`src/rtl/regfile_bist_pkg.sv`:
```
// regfile_bist_pkg: shared FSM/march-element types and per-element constants for the RF MBIST controller
package regfile_bist_pkg;
  typedef enum logic [2:0] {IDLE, W0, RD, CHK, WR, DONE} bist_state_e;
  typedef enum logic [2:0] {M0, M1, M2, M3, M4, M5} march_elem_e;
  localparam logic [5:0] EL_DOWN = 6'b111000;
  localparam logic [5:0] EL_RD   = 6'b111110;
  localparam logic [5:0] EL_WR   = 6'b011111;
  localparam logic [5:0] EL_REXP = 6'b010100;
  localparam logic [5:0] EL_WBIT = 6'b001010;
  function automatic int naddr(input int aw);
    return (1 << (aw - 1)) - 1;
  endfunction
endpackage

```
`src/rtl/regfile_bist_addr_gen.sv`:
```
// regfile_bist_addr_gen: up/down test-address counter with load-to-start, last flag and MSB held at 0
module regfile_bist_addr_gen
  import regfile_bist_pkg::*;
#(
  parameter int ADDR_WIDTH = 5
) (
  input  logic                  clk,
  input  logic                  rst_n,
  input  logic                  clr_i,
  input  logic                  load_i,
  input  logic                  down_i,
  input  logic                  step_i,
  output logic [ADDR_WIDTH-1:0] addr_o,
  output logic                  last_o
);
  localparam logic [ADDR_WIDTH-2:0] TOP = (ADDR_WIDTH-1)'(naddr(ADDR_WIDTH) - 1);
  logic [ADDR_WIDTH-2:0] cnt_q;
  logic                  down_q;
  // Load picks the start end for the new element's direction; the all-ones low address is never reached
  always_ff @(posedge clk or negedge rst_n)
    if (!rst_n) begin
      cnt_q  <= '0;
      down_q <= 1'b0;
    end else if (clr_i) begin
      cnt_q  <= '0;
      down_q <= 1'b0;
    end else if (load_i) begin
      cnt_q  <= down_i ? TOP : '0;
      down_q <= down_i;
    end else if (step_i)
      cnt_q <= down_q ? cnt_q - 1'b1 : cnt_q + 1'b1;
  assign addr_o = {1'b0, cnt_q};
  assign last_o = cnt_q == (down_q ? '0 : TOP);
endmodule

```
`src/rtl/regfile_bist_ctrl.sv`:
```
// regfile_bist_ctrl: March C- MBIST initiator for the RF 1RW test port (optional REGFILE_BIST_CHECKERBOARD_EN adds a 0x55/0xAA pass)
module regfile_bist_ctrl
  import regfile_bist_pkg::*;
#(
  parameter int ADDR_WIDTH = 5,
  parameter int DATA_WIDTH = 32
) (
  input  logic                  clk,
  input  logic                  rst_n,
  input  logic                  setback_i,
  input  logic                  start_i,
  output logic                  busy_o,
  output logic                  done_o,
  output logic                  fail_o,
  output logic [ADDR_WIDTH-1:0] fail_addr_o,
  output logic [DATA_WIDTH-1:0] fail_exp_o,
  output logic [DATA_WIDTH-1:0] fail_act_o,
  output logic                  bist_o,
  output logic                  csn_t_o,
  output logic                  wen_t_o,
  output logic [ADDR_WIDTH-1:0] a_t_o,
  output logic [DATA_WIDTH-1:0] d_t_o,
  input  logic [DATA_WIDTH-1:0] q_t_i
);
`ifdef REGFILE_BIST_CHECKERBOARD_EN
  localparam bit CB_EN = 1'b1;
`else
  localparam bit CB_EN = 1'b0;
`endif
  localparam logic [DATA_WIDTH-1:0] PAT_A = {(DATA_WIDTH/2){2'b10}};
  bist_state_e           state_q, state_d;
  march_elem_e           elem_q, elem_d;
  logic                  pass_q, pass_d;
  logic                  load, step, last, mis, go;
  logic                  busy_q, bist_q, done_q, fail_q, csn_q, wen_q;
  logic [DATA_WIDTH-1:0] d_q, fail_exp_q, fail_act_q, exp_rd, bg0_d, bg1_d;
  logic [ADDR_WIDTH-1:0] fail_addr_q;
  assign go     = (state_q == IDLE || state_q == DONE) && start_i;
  assign exp_rd = EL_REXP[elem_q] ? (pass_q ? PAT_A : '1) : (pass_q ? ~PAT_A : '0);
  assign bg0_d  = pass_d ? ~PAT_A : '0;
  assign bg1_d  = pass_d ? PAT_A : '1;
  // Next-state walk through the march elements; a CHK mismatch aborts straight to DONE
  always_comb begin
    state_d = state_q;
    elem_d  = elem_q;
    pass_d  = pass_q;
    load    = 1'b0;
    step    = 1'b0;
    mis     = 1'b0;
    case (state_q)
      IDLE, DONE: if (start_i) begin
        state_d = W0;
        elem_d  = M0;
        pass_d  = 1'b0;
        load    = 1'b1;
      end
      W0: if (last) begin
        state_d = RD;
        elem_d  = M1;
        load    = 1'b1;
      end else step = 1'b1;
      RD: state_d = CHK;
      CHK: if (q_t_i != exp_rd) begin
        state_d = DONE;
        mis     = 1'b1;
      end else if (EL_WR[elem_q]) state_d = WR;
      else if (!last) begin
        state_d = RD;
        step    = 1'b1;
      end else if (CB_EN && !pass_q) begin
        state_d = W0;
        elem_d  = M0;
        pass_d  = 1'b1;
        load    = 1'b1;
      end else state_d = DONE;
      WR: begin
        state_d = RD;
        if (last) begin
          elem_d = march_elem_e'(elem_q + 3'd1);
          load   = 1'b1;
        end else step = 1'b1;
      end
      default: state_d = IDLE;
    endcase
  end
  regfile_bist_addr_gen #(.ADDR_WIDTH(ADDR_WIDTH)) u_addr (
    .clk    (clk),
    .rst_n  (rst_n),
    .clr_i  (setback_i),
    .load_i (load),
    .down_i (EL_DOWN[elem_d]),
    .step_i (step),
    .addr_o (a_t_o),
    .last_o (last)
  );
  // State plus registered bus/status outputs, decoded from the next state so they align with it
  always_ff @(posedge clk or negedge rst_n)
    if (!rst_n) begin
      state_q     <= IDLE;
      elem_q      <= M0;
      pass_q      <= 1'b0;
      busy_q      <= 1'b0;
      bist_q      <= 1'b0;
      done_q      <= 1'b0;
      fail_q      <= 1'b0;
      csn_q       <= 1'b1;
      wen_q       <= 1'b1;
      d_q         <= '0;
      fail_addr_q <= '0;
      fail_exp_q  <= '0;
      fail_act_q  <= '0;
    end else if (setback_i) begin
      state_q     <= IDLE;
      elem_q      <= M0;
      pass_q      <= 1'b0;
      busy_q      <= 1'b0;
      bist_q      <= 1'b0;
      done_q      <= 1'b0;
      fail_q      <= 1'b0;
      csn_q       <= 1'b1;
      wen_q       <= 1'b1;
      d_q         <= '0;
      fail_addr_q <= '0;
      fail_exp_q  <= '0;
      fail_act_q  <= '0;
    end else begin
      state_q <= state_d;
      elem_q  <= elem_d;
      pass_q  <= pass_d;
      busy_q  <= state_d inside {W0, RD, CHK, WR};
      bist_q  <= state_d inside {W0, RD, CHK, WR};
      done_q  <= state_d == DONE;
      csn_q   <= !(state_d inside {W0, RD, WR});
      wen_q   <= !(state_d inside {W0, WR});
      if (state_d inside {W0, WR})
        d_q <= (state_d == WR && EL_WBIT[elem_d]) ? bg1_d : bg0_d;
      if (go) begin
        fail_q      <= 1'b0;
        fail_addr_q <= '0;
        fail_exp_q  <= '0;
        fail_act_q  <= '0;
      end else if (mis) begin
        fail_q      <= 1'b1;
        fail_addr_q <= a_t_o;
        fail_exp_q  <= exp_rd;
        fail_act_q  <= q_t_i;
      end
    end
  assign busy_o      = busy_q;
  assign bist_o      = bist_q;
  assign done_o      = done_q;
  assign fail_o      = fail_q;
  assign csn_t_o     = csn_q;
  assign wen_t_o     = wen_q;
  assign d_t_o       = d_q;
  assign fail_addr_o = fail_addr_q;
  assign fail_exp_o  = fail_exp_q;
  assign fail_act_o  = fail_act_q;
endmodule

```
`config.mk`:
```
export PLATFORM = sky130hd
export DESIGN_NAME = regfile_bist_ctrl
export DESIGN_NICKNAME = d
export VERILOG_FILES = /design/src/rtl/regfile_bist_pkg.sv /design/src/rtl/regfile_bist_addr_gen.sv /design/src/rtl/regfile_bist_ctrl.sv
export SDC_FILE = /design/constraint.sdc
export NUM_CORES = 1
export LEC_CHECK = 0
export BUFFER_PORTS_ARGS = -buffer_cell sky130_fd_sc_hd__buf_2
export CAP_MARGIN = 20
export CELL_PAD_IN_SITES_DETAIL_PLACEMENT = 2
export CELL_PAD_IN_SITES_GLOBAL_PLACEMENT = 2
export CORE_MARGIN = 2
export CORE_UTILIZATION = 28
export DETAILED_ROUTE_END_ITERATION = 10
export PLACE_DENSITY_LB_ADDON = 0.25
export SLEW_MARGIN = 20
export SYNTH_ARGS = -nofsm -noshare
export SYNTH_HDL_FRONTEND = slang
export SYNTH_SLANG_ARGS = --single-unit
```
`constraint.sdc`:
```
create_clock -name clk -period 3.55 [get_ports clk]
set_input_delay 0.71 -clock clk [delete_from_list [all_inputs] [get_ports clk]]
set_output_delay 0.71 -clock clk [all_outputs]
set_load 0.02 [all_outputs]
```
After elaboration in Yosys (flattened, before gate mapping)
Memories as Yosys holds them, arrays and structs flattened. Index checks and enable logic that the tools add are counted.

Bits in registers: 118. Latch bits: 0. Memory bits (writable): 0. ROM bits: 32. Bits of input ports: 36. Output and inout bits: 112. Memories: 4.

Add/subtract/negate cells: 3. Multipliers: 0. Div/mod/pow operators: 0. $lt $le $gt $ge: 2. Equal/unequal tests: 12. Shifts and indexed selects: 0. Mux-type cells: 60. Bitwise operators: 0. Reduce and logical (&&, ||, !) cells: 15.

Memory list: (name not given) (depth 8, bits a word 1, read ports 1, clocked after memory_dff 0, wr ports 0, line regfile_bist_ctrl.sv:136) `d_q <= (state_d == WR && EL_WBIT[elem_d]) ? bg1_d : bg0_d;`; (name not given) (depth 8, bits a word 1, read ports 1, clocked after memory_dff 0, wr ports 0, line regfile_bist_ctrl.sv:91) `.down_i (EL_DOWN[elem_d]),`; (name not given) (depth 8, bits a word 1, read ports 1, clocked after memory_dff 0, wr ports 0, line regfile_bist_ctrl.sv:66) `end else if (EL_WR[elem_q]) state_d = WR;`; (name not given) (depth 8, bits a word 1, read ports 1, clocked after memory_dff 0, wr ports 0, line regfile_bist_ctrl.sv:39) `assign exp_rd = EL_REXP[elem_q] ? (pass_q ? PAT_A : '1) : (pass_q ? ~PAT_A : '0);`.

Operators with widths (number): $mux 32 (10); $mux 31 (4); $ne 32x32->1 (1); $mux 3 (10); $mux 4 (6); $mux 1 (23); $mux 5 (3); $pmux 3 s5 (1); $eq 3x2->1 const B (4); $eq 3x3->1 const B (4); $pmux 3 s3 (1); $reduce_bool 3->1 (3); $lt 3x4->1 const B (2); $eq 3x1->1 const B (2); $reduce_bool 2->1 (3); $add 4x1->4 const B (1); $eq 4x4->1 (1); $pmux 1 s2 (2); $reduce_bool 4->1 (1); $reduce_or 2->1 (2); $sub 4x1->4 const B (1); $add 3x1->3 const B (1); $logic_not 3->1 (1); $logic_and 1x1->1 (2); other kinds (2) (3).

Depth between registers and ports, before layout
Gate-level depths: netlist of run 1.

Depth in word-level cells: 11. Gate-level depth with buffers: 13. Depth with buffers taken out: 12.

By module
From an unflattened synthesis of run 1, not the netlist that was laid out.

Cells, all modules: 361. Area, all modules: 3527.1 um^2.

Modules (own cells, without submodules): regfile_bist_ctrl (times used 1, cells each 322, area an instance 3159.3 um^2, sequential area each 1328.8 um^2); regfile_bist_addr_gen (times used 1, cells each 39, area an instance 367.9 um^2, sequential area each 125.1 um^2).

Worst setup path after synthesis of run 1
No wires, ideal clock.

Kind: reg2reg. Start: register u_addr.cnt_q[1]. End: register d_q[30], in the netlist d_t_o[30]. Setup time: 0.066 ns. Arrival: 2.700 ns. Data required time: 3.484 ns. Path slack: 0.784 ns. Stages on the path, launching flop included: 14. Path through: dfrtp_1 > ha_1 > ha_1 > and3_1 > clkbuf_1 > inv_1 > ha_1 > nand2_1 > o22a_1 > o21ai_0 > nand2_1 > xnor2_1 > a41oi_1 > o221a_2.

Longest elaborated chain between the ends: 10. Elaborated cells on any way between the ends: 19. Classes of those cells: 3 x eq/ne; 12 x mux; 3 x reduce/logical; 1 x memory.

Ends and longest elaborated chain: from (decl) (line regfile_bist_addr_gen.sv:17) `logic [ADDR_WIDTH-2:0] cnt_q;`; from (signal assigned) (line regfile_bist_addr_gen.sv:28) `cnt_q <= down_i ? TOP : '0;`; from (signal assigned) (line regfile_bist_addr_gen.sv:31) `cnt_q <= down_q ? cnt_q - 1'b1 : cnt_q + 1'b1;`; $eq 4x4->1 * (line regfile_bist_addr_gen.sv:33) `assign last_o = cnt_q == (down_q ? '0 : TOP);`; branches (longest 9 deep; another with $mem_v2 8x1); to (signal assigned) (line regfile_bist_ctrl.sv:136); to (decl) (line regfile_bist_ctrl.sv:36) `logic [DATA_WIDTH-1:0] d_q, fail_exp_q, fail_act_q, exp_rd, bg0_d, bg1_d;`.

Every way passes the cells marked *. The select of a mux whose other input is x is not followed. A chain may end at the register's enable or synchronous reset.

Worst setup path in the final report of run 1
Start: register u_addr.down_q. End: register u_addr.cnt_q[2].

Longest elaborated chain between the ends: 9. Elaborated cells on any way between the ends: 19. Classes of those cells: 1 x eq/ne; 16 x mux; 1 x reduce/logical; 1 x memory.

Ends and longest elaborated chain: from (decl) (line regfile_bist_addr_gen.sv:18) `logic down_q;`; from (signal assigned) (line regfile_bist_addr_gen.sv:29) `down_q <= down_i;`; $mux 4 (line regfile_bist_addr_gen.sv:33); $eq 4x4->1 (line regfile_bist_addr_gen.sv:33); $mux 3 (on tied branches) (line regfile_bist_ctrl.sv:78, regfile_bist_ctrl.sv:57); $pmux 3 s3 (line regfile_bist_ctrl.sv:50) `case (state_q)`; $mem_v2 8x1; $mux 1 (implied by the code) (line regfile_bist_ctrl.sv:91); $mux 4 (line regfile_bist_addr_gen.sv:28); $mux 4 (line regfile_bist_addr_gen.sv:27) `end else if (load_i) begin`; $mux 4 (line regfile_bist_addr_gen.sv:24) `end else if (clr_i) begin`.

Several ways; a longest one is shown, not always the timed one. The select of a mux whose other input is x is not followed.

==> results.toml, run 1 <==
[run_status]
status = "finished, final reports clean"

[die]
io_pins = 148
start_util_pct = 28.36
fp.dieH_um = 113.8
die_area_um2 = 12960
die_x_um = 113.8
fp.coreArea_um2 = 11910
rows = 40

[worst_setup_path]
path_class = "flip-flop to flip-flop"
critPathArrivalTime_ns = 3.28
cpMostUsedCell = "ha_1"
crit_chain = "ha_1 > ha_1 > and3_1 > inv_1 > ha_1 > nand2_1 > o22a_1 > o21ai_0 > a21oi_1 > a21o_1 > a21oi_1 > mux2_2"
max_stage_delay_ns = 0.43
startpoint = "u_addr.down_q$_DFFE_PN0P_"
crit_fanout = 7
r2r.worst_path.cells = 12
r2r-start = "u_addr.down_q$_DFFE_PN0P_"
end_kind = "flip-flop"
r2r_slack_ns = 0.53
startpoint_type = "flip-flop"
path_buf_inv = 1
rr_endpoint = "u_addr.cnt_q[2]$_DFFE_PN0P_"
crit_family = "compound AO/OA/AOI/OAI gates"
cp.required_ns = 3.82
cp_slowest_cell = "dfrtp_1"

[sta]
setup_slack_ns = 0.5326
worst_pin_slew_ns = 0.6421
final-hold-violation-count = 0
period_minus_slack_ns = 3.017
rsz0062_at_grt = "no"
maxSlewHeadroom_pct = 57.19
setup_viol = 0
skew_ns = 0.006978
fin_crit_sh_pct = 85.00
whs_ns = 0.3859
clock.fmax_ghz = 0.3314
finalMaxSlewViolations = 0
setup_tns_ns = 0

[global_route]
grt.overflow.total = 0
grt_pass1_vias = 2968
grt_max_degree = 38
grt_pass1_wl_um = 15900
antenna_found_initial = 1
gr-usage-all-layers_pct = 15.82

[worst_hold_path]
hold_class = "input pin to asynchronous set/reset pin"

[pwr]
powerDensity_nw_per_um2 = 482.7
vdd_drop_max_mv = 0.1859
leakage_uw = 0.002394
finalPower_uw = 1966

[clock_network]
htreeDepth = 3
hold_buffers = 0
post_cts_buffers = 0
cts.reportedPaths.clkPinSlew_ns = 0.06
cts_buffer_depth = 2
clockRootBuffer = "clkbuf_16"
cts_sinks = 57
cts_tree = "done"
cts-resized-gates = 0
clk_latency_ns = 0.32
cts_buffers = 9

[logic_synthesis]
synth_edf_count = 0
synth_seq_area_share_pct = 42.30
ys.flop_type = "dfrtp_1"
syn_inst = 343
synthTopCellsByArea = "dfrtp_1 (41%), buf_4 (14%), mux2i_1 (11%), nor2_1 (5.8%), ha_1 (2.2%)"
avgSynthCellArea_um2 = 9.849
synth_cell_types = 47
yosys.area.top_type = "dfrtp_1"
synthArstFlopShare_pct = 100.0
synthesis.area_um2 = 3378
synth_top_area_share_pct = 40.74
yosys_warnings = 0
synth_seq_cells = 57

[placed_design]
gp_congestion = 0.8168
port_buffers = 145
dpl_worst_slack_ns = 0.4453
hpwl_um = 7299

[finish]
n_antenna_cell = 0
synthToLayoutAreaGrowth_pct = 20.59
nFillCells = 1344
layout_commonest_cell = "buf_2"
multi_input_area_um2 = 1365
drive_gt1_share_pct = 40.51
ff_latch_area_um2 = 1429
finish.utilization_pct = 34.20
mostFrequentLayoutCells = "buf_2 (145), dfrtp_1 (55), nor2_1 (52)"
nets = 470

[drt]
via_count = 2733
final_antenna_net_count = 0
via_per_inst = 4.720
totalWireLength_um = 9781
drc_errors = 0
routedWlPerCell_um = 16.89
first_pass_iters = 3
drtIter0Drc = 97

[run]
maxCapViolations = 0
-- kinds of logic (layout without fill, tap and decap cells) --
| logic type | count (synthesis) | count (layout) | share of synthesized area [%] |
|---|---|---|---|
| flops | 57 | 57 | 42.30 |
| fa+ha+maj | 7 | 7 | 2.815 |
| compound gates | 44 | 44 | 9.112 |
| buf+inv | 86 | 174 | 17.44 |
| simple gates | 101 | 101 | 14.48 |
| other cells | 1 | 2 | 0.1110 |
| mux | 40 | 40 | 11.93 |
| xor+xnor | 7 | 7 | 1.815 |
-- cell usage after synthesis, types with 2 or more instances --
cell	count
a21oi_1	14
and3_1	4
a211oi_1	2
nand4_1	10
o22a_1	2
xnor2_1	5
ha_1	6
o221ai_1	2
a21o_1	5
dfstp_2	2
dfrtp_1	55
a31oi_1	3
mux2_2	2
nand2_1	8
buf_6	3
nor2_1	52
o21ai_0	5
nor4_1	8
or4_1	4
mux2i_1	38
nand3_1	3
nand2b_1	2
nor3_1	3
clkbuf_1	8
buf_4	65
xor2_1	2
inv_1	10
-- power breakdown --
group          internal (uW)  leakage (uW)  total [uW]  switching [uW]
sequential               679      0.000784         723            43.4
combinational            134       0.00147         380             247
clock                    559      0.000142         863             304
-- metrics by stage --
stage	instances	instance area [um^2]
2_1_floorplan	344	3382
3_3_place_gp	563	3776
3_5_place_dp	563	3776
4_1_cts	579	4074
5_1_grt	579	4074
6_report	579	4074
-- how the worst max path moves through the flow --
| stage | slack, ns | endpoint | cells after the start |
|---|---|---|---|
| floorplan | 0.78 | d_t_o[30]$_DFFE_PN0P_ | 13 |
| global placement | 0.51 | fail_addr_o[1]$_DFFE_PN0P_ | 9 |
| detailed placement | 0.45 | fail_act_o[3]$_DFFE_PN0P_ | 9 |
| CTS | 0.50 | u_addr.cnt_q[2]$_DFFE_PN0P_ | 12 |
| global route | 0.29 | d_t_o[30]$_DFFE_PN0P_ | 12 |
| finish | 0.53 | u_addr.cnt_q[2]$_DFFE_PN0P_ | 12 |
-- sequential cells by signal, indices dropped and copies added, names as in the netlist, 2 cells and up --
name	cells
fail_act_o	32
fail_exp_o	2
d_t_o	2
elem_q	3
state_q	3
fail_addr_o	4
u_addr.cnt_q	4
-- metal layers --
metal | vias to the layer above | routed length (um) | part of all wire [%] | global-route usage (%)
li1 | 1292 | - | - | -
met1 | 1338 | 4194 | 43 | 18.78
met2 | 94 | 4768 | 49 | 27.15
met3 | 9 | 716 | 7.3 | 5.473
met4 | 0 | 102 | 1.0 | 4.634
met5 | - | 0 | 0 | 0
-- worst register-to-register path, delay by kind of cell (launching register included) --
family,cells,cell delay (ns)
and+or+nand+nor,2,0.37
DFF,1,0.43
AOI/OAI and AO/OA,5,1.00
adders and majority gates,3,0.81
buffers and inverters,1,0.18
muxes,1,0.17
-- cell type report --
type	instances	area share [%]
inverters	10	0.9214
repair buffers	148	18.67
multi-input cells	201	33.51
flip-flops and latches	57	35.07
clock inverters	5	1.351
clock buffers	11	5.958
well taps	147	4.515
No activity file was read; power rests on OpenSTA's default activity.
==> run 2, diff against run 1 <==
--- a/config.mk
+++ b/config.mk
@@ -5,12 +5,13 @@
 export SDC_FILE = /design/constraint.sdc
 export NUM_CORES = 1
 export LEC_CHECK = 0
+export ABC_AREA = 1
 export BUFFER_PORTS_ARGS = -buffer_cell sky130_fd_sc_hd__buf_2
 export CAP_MARGIN = 20
 export CELL_PAD_IN_SITES_DETAIL_PLACEMENT = 2
 export CELL_PAD_IN_SITES_GLOBAL_PLACEMENT = 2
 export CORE_MARGIN = 2
-export CORE_UTILIZATION = 28
+export CORE_UTILIZATION = 26
 export DETAILED_ROUTE_END_ITERATION = 10
 export PLACE_DENSITY_LB_ADDON = 0.25
 export SLEW_MARGIN = 20
==> constraint.sdc (replaced) <==
create_clock -name clk -period 2.98 [get_ports clk]
set_input_delay 0.596 -clock clk [delete_from_list [all_inputs] [get_ports clk]]
set_output_delay 0.596 -clock clk [all_outputs]
set_load 0.02 [all_outputs]
==> results.toml, run 2 <==
[global_route]
gr-usage-all-layers_pct = 16.54
grt_pass1_wl_um = 18620
antenna_found_initial = 0
grt_pass1_vias = 3480
grt.overflow.total = 0
grt_max_degree = 31

[clock_network]
cts-resized-gates = 0
cts_tree = "done"
hold_buffers = 0
htreeDepth = 3
cts.reportedPaths.clkPinSlew_ns = 0.06
clockRootBuffer = "clkbuf_16"
cts_buffer_depth = 2
cts_buffers = 9
post_cts_buffers = 0
clk_latency_ns = 0.34
cts_sinks = 57

[logic_synthesis]
syn_inst = 449
synth_seq_area_share_pct = 40.73
synth.most_common_cell = "nand2_1"
yosys-top-cells-count = "nand2_1 (97), nand3_1 (87), buf_4 (64)"
synth_top_area_share_pct = 39.23
synthArstFlopShare_pct = 100.0
yosys_warnings = 0
synth_cell_types = 34
yosys.area.top_type = "dfrtp_1"
ys.flop_type = "dfrtp_1"
avgSynthCellArea_um2 = 7.814
synth_edf_count = 0
synth_seq_cells = 57
synthesis.area_um2 = 3508
synthTopCellsByArea = "dfrtp_1 (39%), buf_4 (14%), nand3_1 (12%), nand2_1 (10%), nor2_1 (3.7%)"

[drt]
via_count = 3304
via_per_inst = 4.615
routedWlPerCell_um = 16.09
totalWireLength_um = 11520
first_pass_iters = 4
final_antenna_net_count = 0
drtIter0Drc = 89
drc_errors = 0

[finish]
nFillCells = 1548
layout_commonest_cell = "buf_2"
drive_gt1_share_pct = 37.04
mostFrequentLayoutCells = "buf_2 (145), nand2_1 (97), nand3_1 (87)"
fin_area_um2 = 4308
n_antenna_cell = 0
largest_reg_flops = 32
nets = 578
synthToLayoutAreaGrowth_pct = 22.79

[die]
fp.dieH_um = 120.2
io_pins = 148
rows = 42
die_area_um2 = 14440
die_x_um = 120.2
fp.coreArea_um2 = 13190
start_util_pct = 26.60

[worst_setup_path]
critPathArrivalTime_ns = 2.66
startpoint_type = "flip-flop"
r2r-start = "u_addr.down_q$_DFFE_PN0P_"
cp.required_ns = 3.18
r2r.worst_path.cells = 10
startpoint = "u_addr.down_q$_DFFE_PN0P_"
rr_endpoint = "u_addr.cnt_q[1]$_DFFE_PN0P_"
r2r_slack_ns = 0.52
path_class = "flip-flop to flip-flop"
end_kind = "flip-flop"
crit_fanout = 6

[sta]
maxSlewHeadroom_pct = 53.36
clock.fmax_ghz = 0.4069
fin_crit_sh_pct = 82.47
final-hold-violation-count = 0
rsz0062_at_grt = "no"
finalMaxSlewViolations = 0
setup_viol = 0
worst_pin_slew_ns = 0.6996
setup_tns_ns = 0
period_minus_slack_ns = 2.458
skew_ns = 0.009674

[pwr]
finalPower_uw = 2445
powerDensity_nw_per_um2 = 567.6
leakage_uw = 0.002460
vdd_drop_max_mv = 0.2706

[placed_design]
placed_cell_area_um2 = 3988
port_buffers = 145
hpwl_um = 8804
gp_congestion = 0.8024

[worst_hold_path]
hold_class = "input pin to asynchronous set/reset pin"

[run_status]
status = "finished, final reports clean"

[run]
maxCapViolations = 0
## run 2: worst max path at each step
stage | to | cells past startpoint
floorplan | u_addr.cnt_q[1]$_DFFE_PN0P_ | 10
global placement | d_t_o[30]$_DFFE_PN0P_ | 13
global route | u_addr.cnt_q[1]$_DFFE_PN0P_ | 10
CTS | u_addr.cnt_q[1]$_DFFE_PN0P_ | 10
detailed placement | d_t_o[30]$_DFFE_PN0P_ | 13
finish | u_addr.cnt_q[1]$_DFFE_PN0P_ | 10
## run 2: final cells by class
cell class | instances | area, um^2 | area share, %
Inverter | 31 | 117.6 | 2.730
Sequential cell | 57 | 1429 | 33.17
Tap cell | 176 | 220.2 | 5.112
Clock buffer | 10 | 229.0 | 5.315
Clock inverter | 6 | 91.34 | 2.120
Timing Repair Buffer | 152 | 790.8 | 18.36
Multi-Input combinational cell | 284 | 1430 | 33.20
## run 2: worst max-delay path, cell delays in order (launching register included)
cell and delay [ns]:
dfrtp_1 0.46, ha_1 0.33, ha_1 0.17, nand3_2 0.19, ha_1 0.33, nand2_1 0.06
o21ai_0 0.11, o21ai_0 0.27, a31oi_2 0.19, nand3_1 0.10, o21ai_0 0.11
## run 2: logic make-up after synthesis
kind of cell / Yosys count / share of synthesized area [%]
other: 1 / 0.1069
AND/OR/NAND/NOR: 242 / 31.85
flip-flops: 57 / 40.73
XOR/XNOR: 3 / 0.9631
adder cells (fa/ha/maj): 7 / 2.710
buffers and inverters: 109 / 18.76
AO/OA/AOI/OAI: 30 / 4.886
## run 2: where the power goes
group / switching (uW) / internal (uW)
sequential: 41.7 / 837
clock: 388 / 734
combinational: 302 / 141
## run 2: per-layer routing
| layer | GRT usage (%) | wire, um |
|---|---|---|
| met1 | 21.71 | 5198 |
| met2 | 26.38 | 5366 |
| met3 | 3.802 | 747 |
| met4 | 6.397 | 206 |
| met5 | 0 | 0 |
## run 2: per-stage QoR
step / setup slack (ns) / util, % / hold slack [ns] / std cells
after floorplan: 0.8878 / - / 0.3004 / 450
after detailed placement: 0.5782 / 30.23 / 0.4987 / 700
after global routing: 0.3185 / 32.66 / 0.3624 / 716
after global placement: 0.6193 / 30.23 / 0.4847 / 700
after CTS: 0.5321 / 32.66 / 0.3327 / 716
final: 0.5224 / 32.66 / 0.3043 / 716
==> run 3, diff against run 2 <==
--- a/config.mk
+++ b/config.mk
@@ -11,7 +11,7 @@
 export CELL_PAD_IN_SITES_DETAIL_PLACEMENT = 2
 export CELL_PAD_IN_SITES_GLOBAL_PLACEMENT = 2
 export CORE_MARGIN = 2
-export CORE_UTILIZATION = 26
+export CORE_UTILIZATION = 23
 export DETAILED_ROUTE_END_ITERATION = 10
 export PLACE_DENSITY_LB_ADDON = 0.25
 export SLEW_MARGIN = 20
==> constraint.sdc (replaced) <==
create_clock -name clk -period 2 [get_ports clk]
set_input_delay 0.4 -clock clk [delete_from_list [all_inputs] [get_ports clk]]
set_output_delay 0.4 -clock clk [all_outputs]
set_load 0.02 [all_outputs]
==> results.toml, run 3 (synthesis results as in run 2) <==
[global_route]
grt_max_degree = 44
gr-usage-met2_pct = 27.90
gr-usage-all-layers_pct = 15.60
grt_busiest_layer = "met2"
met3_usage_pct = 3.266
antenna_found_initial = 0
grt_pass1_vias = 3713
grtUsageMet1_pct = 18.69
grt.overflow.total = 0
grt_pass1_wl_um = 19930

[sta]
skew_ns = 0.006214
final-hold-violation-count = 0
clock.fmax_ghz = 0.4815
setup_slack_ns = -0.07706
setup_viol = 4
period_minus_slack_ns = 2.077
rsz0062_at_grt = "yes"
maxSlewHeadroom_pct = 64.73
finalMaxSlewViolations = 0
worst_pin_slew_ns = 0.5291
fin_crit_sh_pct = 103.9

[clock_network]
cts_buffers = 9
clk_latency_ns = 0.34
cts.reportedPaths.clkPinSlew_ns = 0.05
cts_tree = "done"
clockRootBuffer = "clkbuf_16"
htreeDepth = 3
cts_buffer_depth = 2
cts_sinks = 57

[worst_setup_path]
startpoint_type = "flip-flop"
end_kind = "flip-flop"
cp.required_ns = 2.27
critPathArrivalTime_ns = 2.35
path_class = "flip-flop to flip-flop"
crit_fanout = 4

[pwr]
leakage_uw = 0.002809
power_switching_uw = 1124
finalPower_uw = 3683
powerDensity_nw_per_um2 = 717.6
combPwrFrac_pct = 22.6
power.share.clock_pct = 41.7
intPower_uw = 2560
seqPwrFrac_pct = 35.7
vdd_drop_max_mv = 0.3528
netSwitchingFraction_pct = 30.50

[placed_design]
port_buffers = 145
dpl_worst_slack_ns = -0.1989
gp_congestion = 0.7689
hpwl_um = 9116

[worst_hold_path]
hold_class = "input pin to asynchronous set/reset pin"

[die]
io_pins = 148
fp.coreArea_um2 = 15030
die_x_um = 127.5
fp.dieH_um = 127.5
die_area_um2 = 16260
start_util_pct = 23.34
rows = 45

[run_status]
violations = "negative setup slack"
status = "finished with violations"

[drt]
totalWireLength_um = 13410
drtIter0Drc = 114
final_antenna_net_count = 0
first_pass_iters = 4
routedWlPerCell_um = 17.32
via_per_inst = 4.478
via_count = 3466
drc_errors = 0

[finish]
nFillCells = 1706
multi_input_area_um2 = 1775
n_antenna_cell = 0
ff_latch_area_um2 = 1431
drive_gt1_share_pct = 49.15
layout_commonest_cell = "buf_2"
synthToLayoutAreaGrowth_pct = 46.29
mostFrequentLayoutCells = "buf_2 (145), nand2_1 (83), nand3_1 (79)"
largest_reg_flops = 32
nets = 624

[run]
maxCapViolations = 0
## run 3: final timing paths
path / startpoint / endpoint / slack [ns] / cells after the start
setup / recovery: u_addr.down_q$_DFFE_PN0P_ / d_t_o[30]$_DFFE_PN0P_ / -0.08 / 13
hold / removal: rst_n / fail_act_o[2]$_DFFE_PN0P_ / 0.04 / 1
setup reg to reg: u_addr.down_q$_DFFE_PN0P_ / d_t_o[30]$_DFFE_PN0P_ / -0.08 / 13
hold reg to reg: fail_act_o[1]$_DFFE_PN0P_ / fail_act_o[1]$_DFFE_PN0P_ / 0.51 / 2
max in group asynchronous: rst_n / csn_t_o$_DFF_PN1_ / 1.34 / 2
min in group clk: q_t_i[13] / fail_act_o[13]$_DFFE_PN0P_ / 0.32 / 3
## run 3: stage by stage
step	instances	hold WS [ns]	area (um^2)	utilization [%]	TNS (ns)
final	774	0.03947	5132	34.14	-0.1092
after global routing	774	0.07007	5132	34.14	-2.231
after detailed placement	732	0.4098	4238	28.19	-7.265
after floorplan	450	0.1044	3560	-	0
after CTS	765	0.05125	4816	32.04	-0.1269
after global placement	732	0.4042	4238	28.19	-4.710
## run 3: layout make-up
type	count	share of cell area, %
clock inverters	3	0.7801
flip-flops and latches	57	27.89
multi-input cells	284	34.59
well taps	188	4.583
clock buffers	13	4.876
repair buffers	198	24.72
inverters	31	2.560
## run 3: critical path, cell delays in order, from the launching register on
cell	delay (ns)
dfrtp_2	0.43
ha_4	0.29
ha_4	0.13
nand3_4	0.12
buf_6	0.16
nand2_4	0.06
o21ai_4	0.06
nor2_4	0.13
nand2_8	0.09
nor2_8	0.15
nand2_4	0.09
a21oi_4	0.17
nand2_1	0.07
nand2_1	0.05
## run 3: timing repair
action | 4_1_cts | 5_1_grt
hold buffers | 0 | 0
cloned | 0 | 6
setup endpoints to repair | 50 | 52
gates resized for setup | 39 | 42
buffers inserted | 17 | 4
pin swaps | 24 | 18
## run 3: power groups by stage
stage,registers (uW),logic (uW),clock network (uW)
6_report,1310,833,1540
5_1_grt,1330,918,1620
4_1_cts,1310,818,1590
3_5_place_dp,1330,767,0
3_3_place_gp,1320,742,0
2_1_floorplan,1430,315,0
## run 3: layer usage
layer / vias to the layer above / wire length, um
met5: - / 0
met4: 0 / 218
met3: 16 / 519
met2: 69 / 7176
met1: 1726 / 5493
li1: 1655 / -
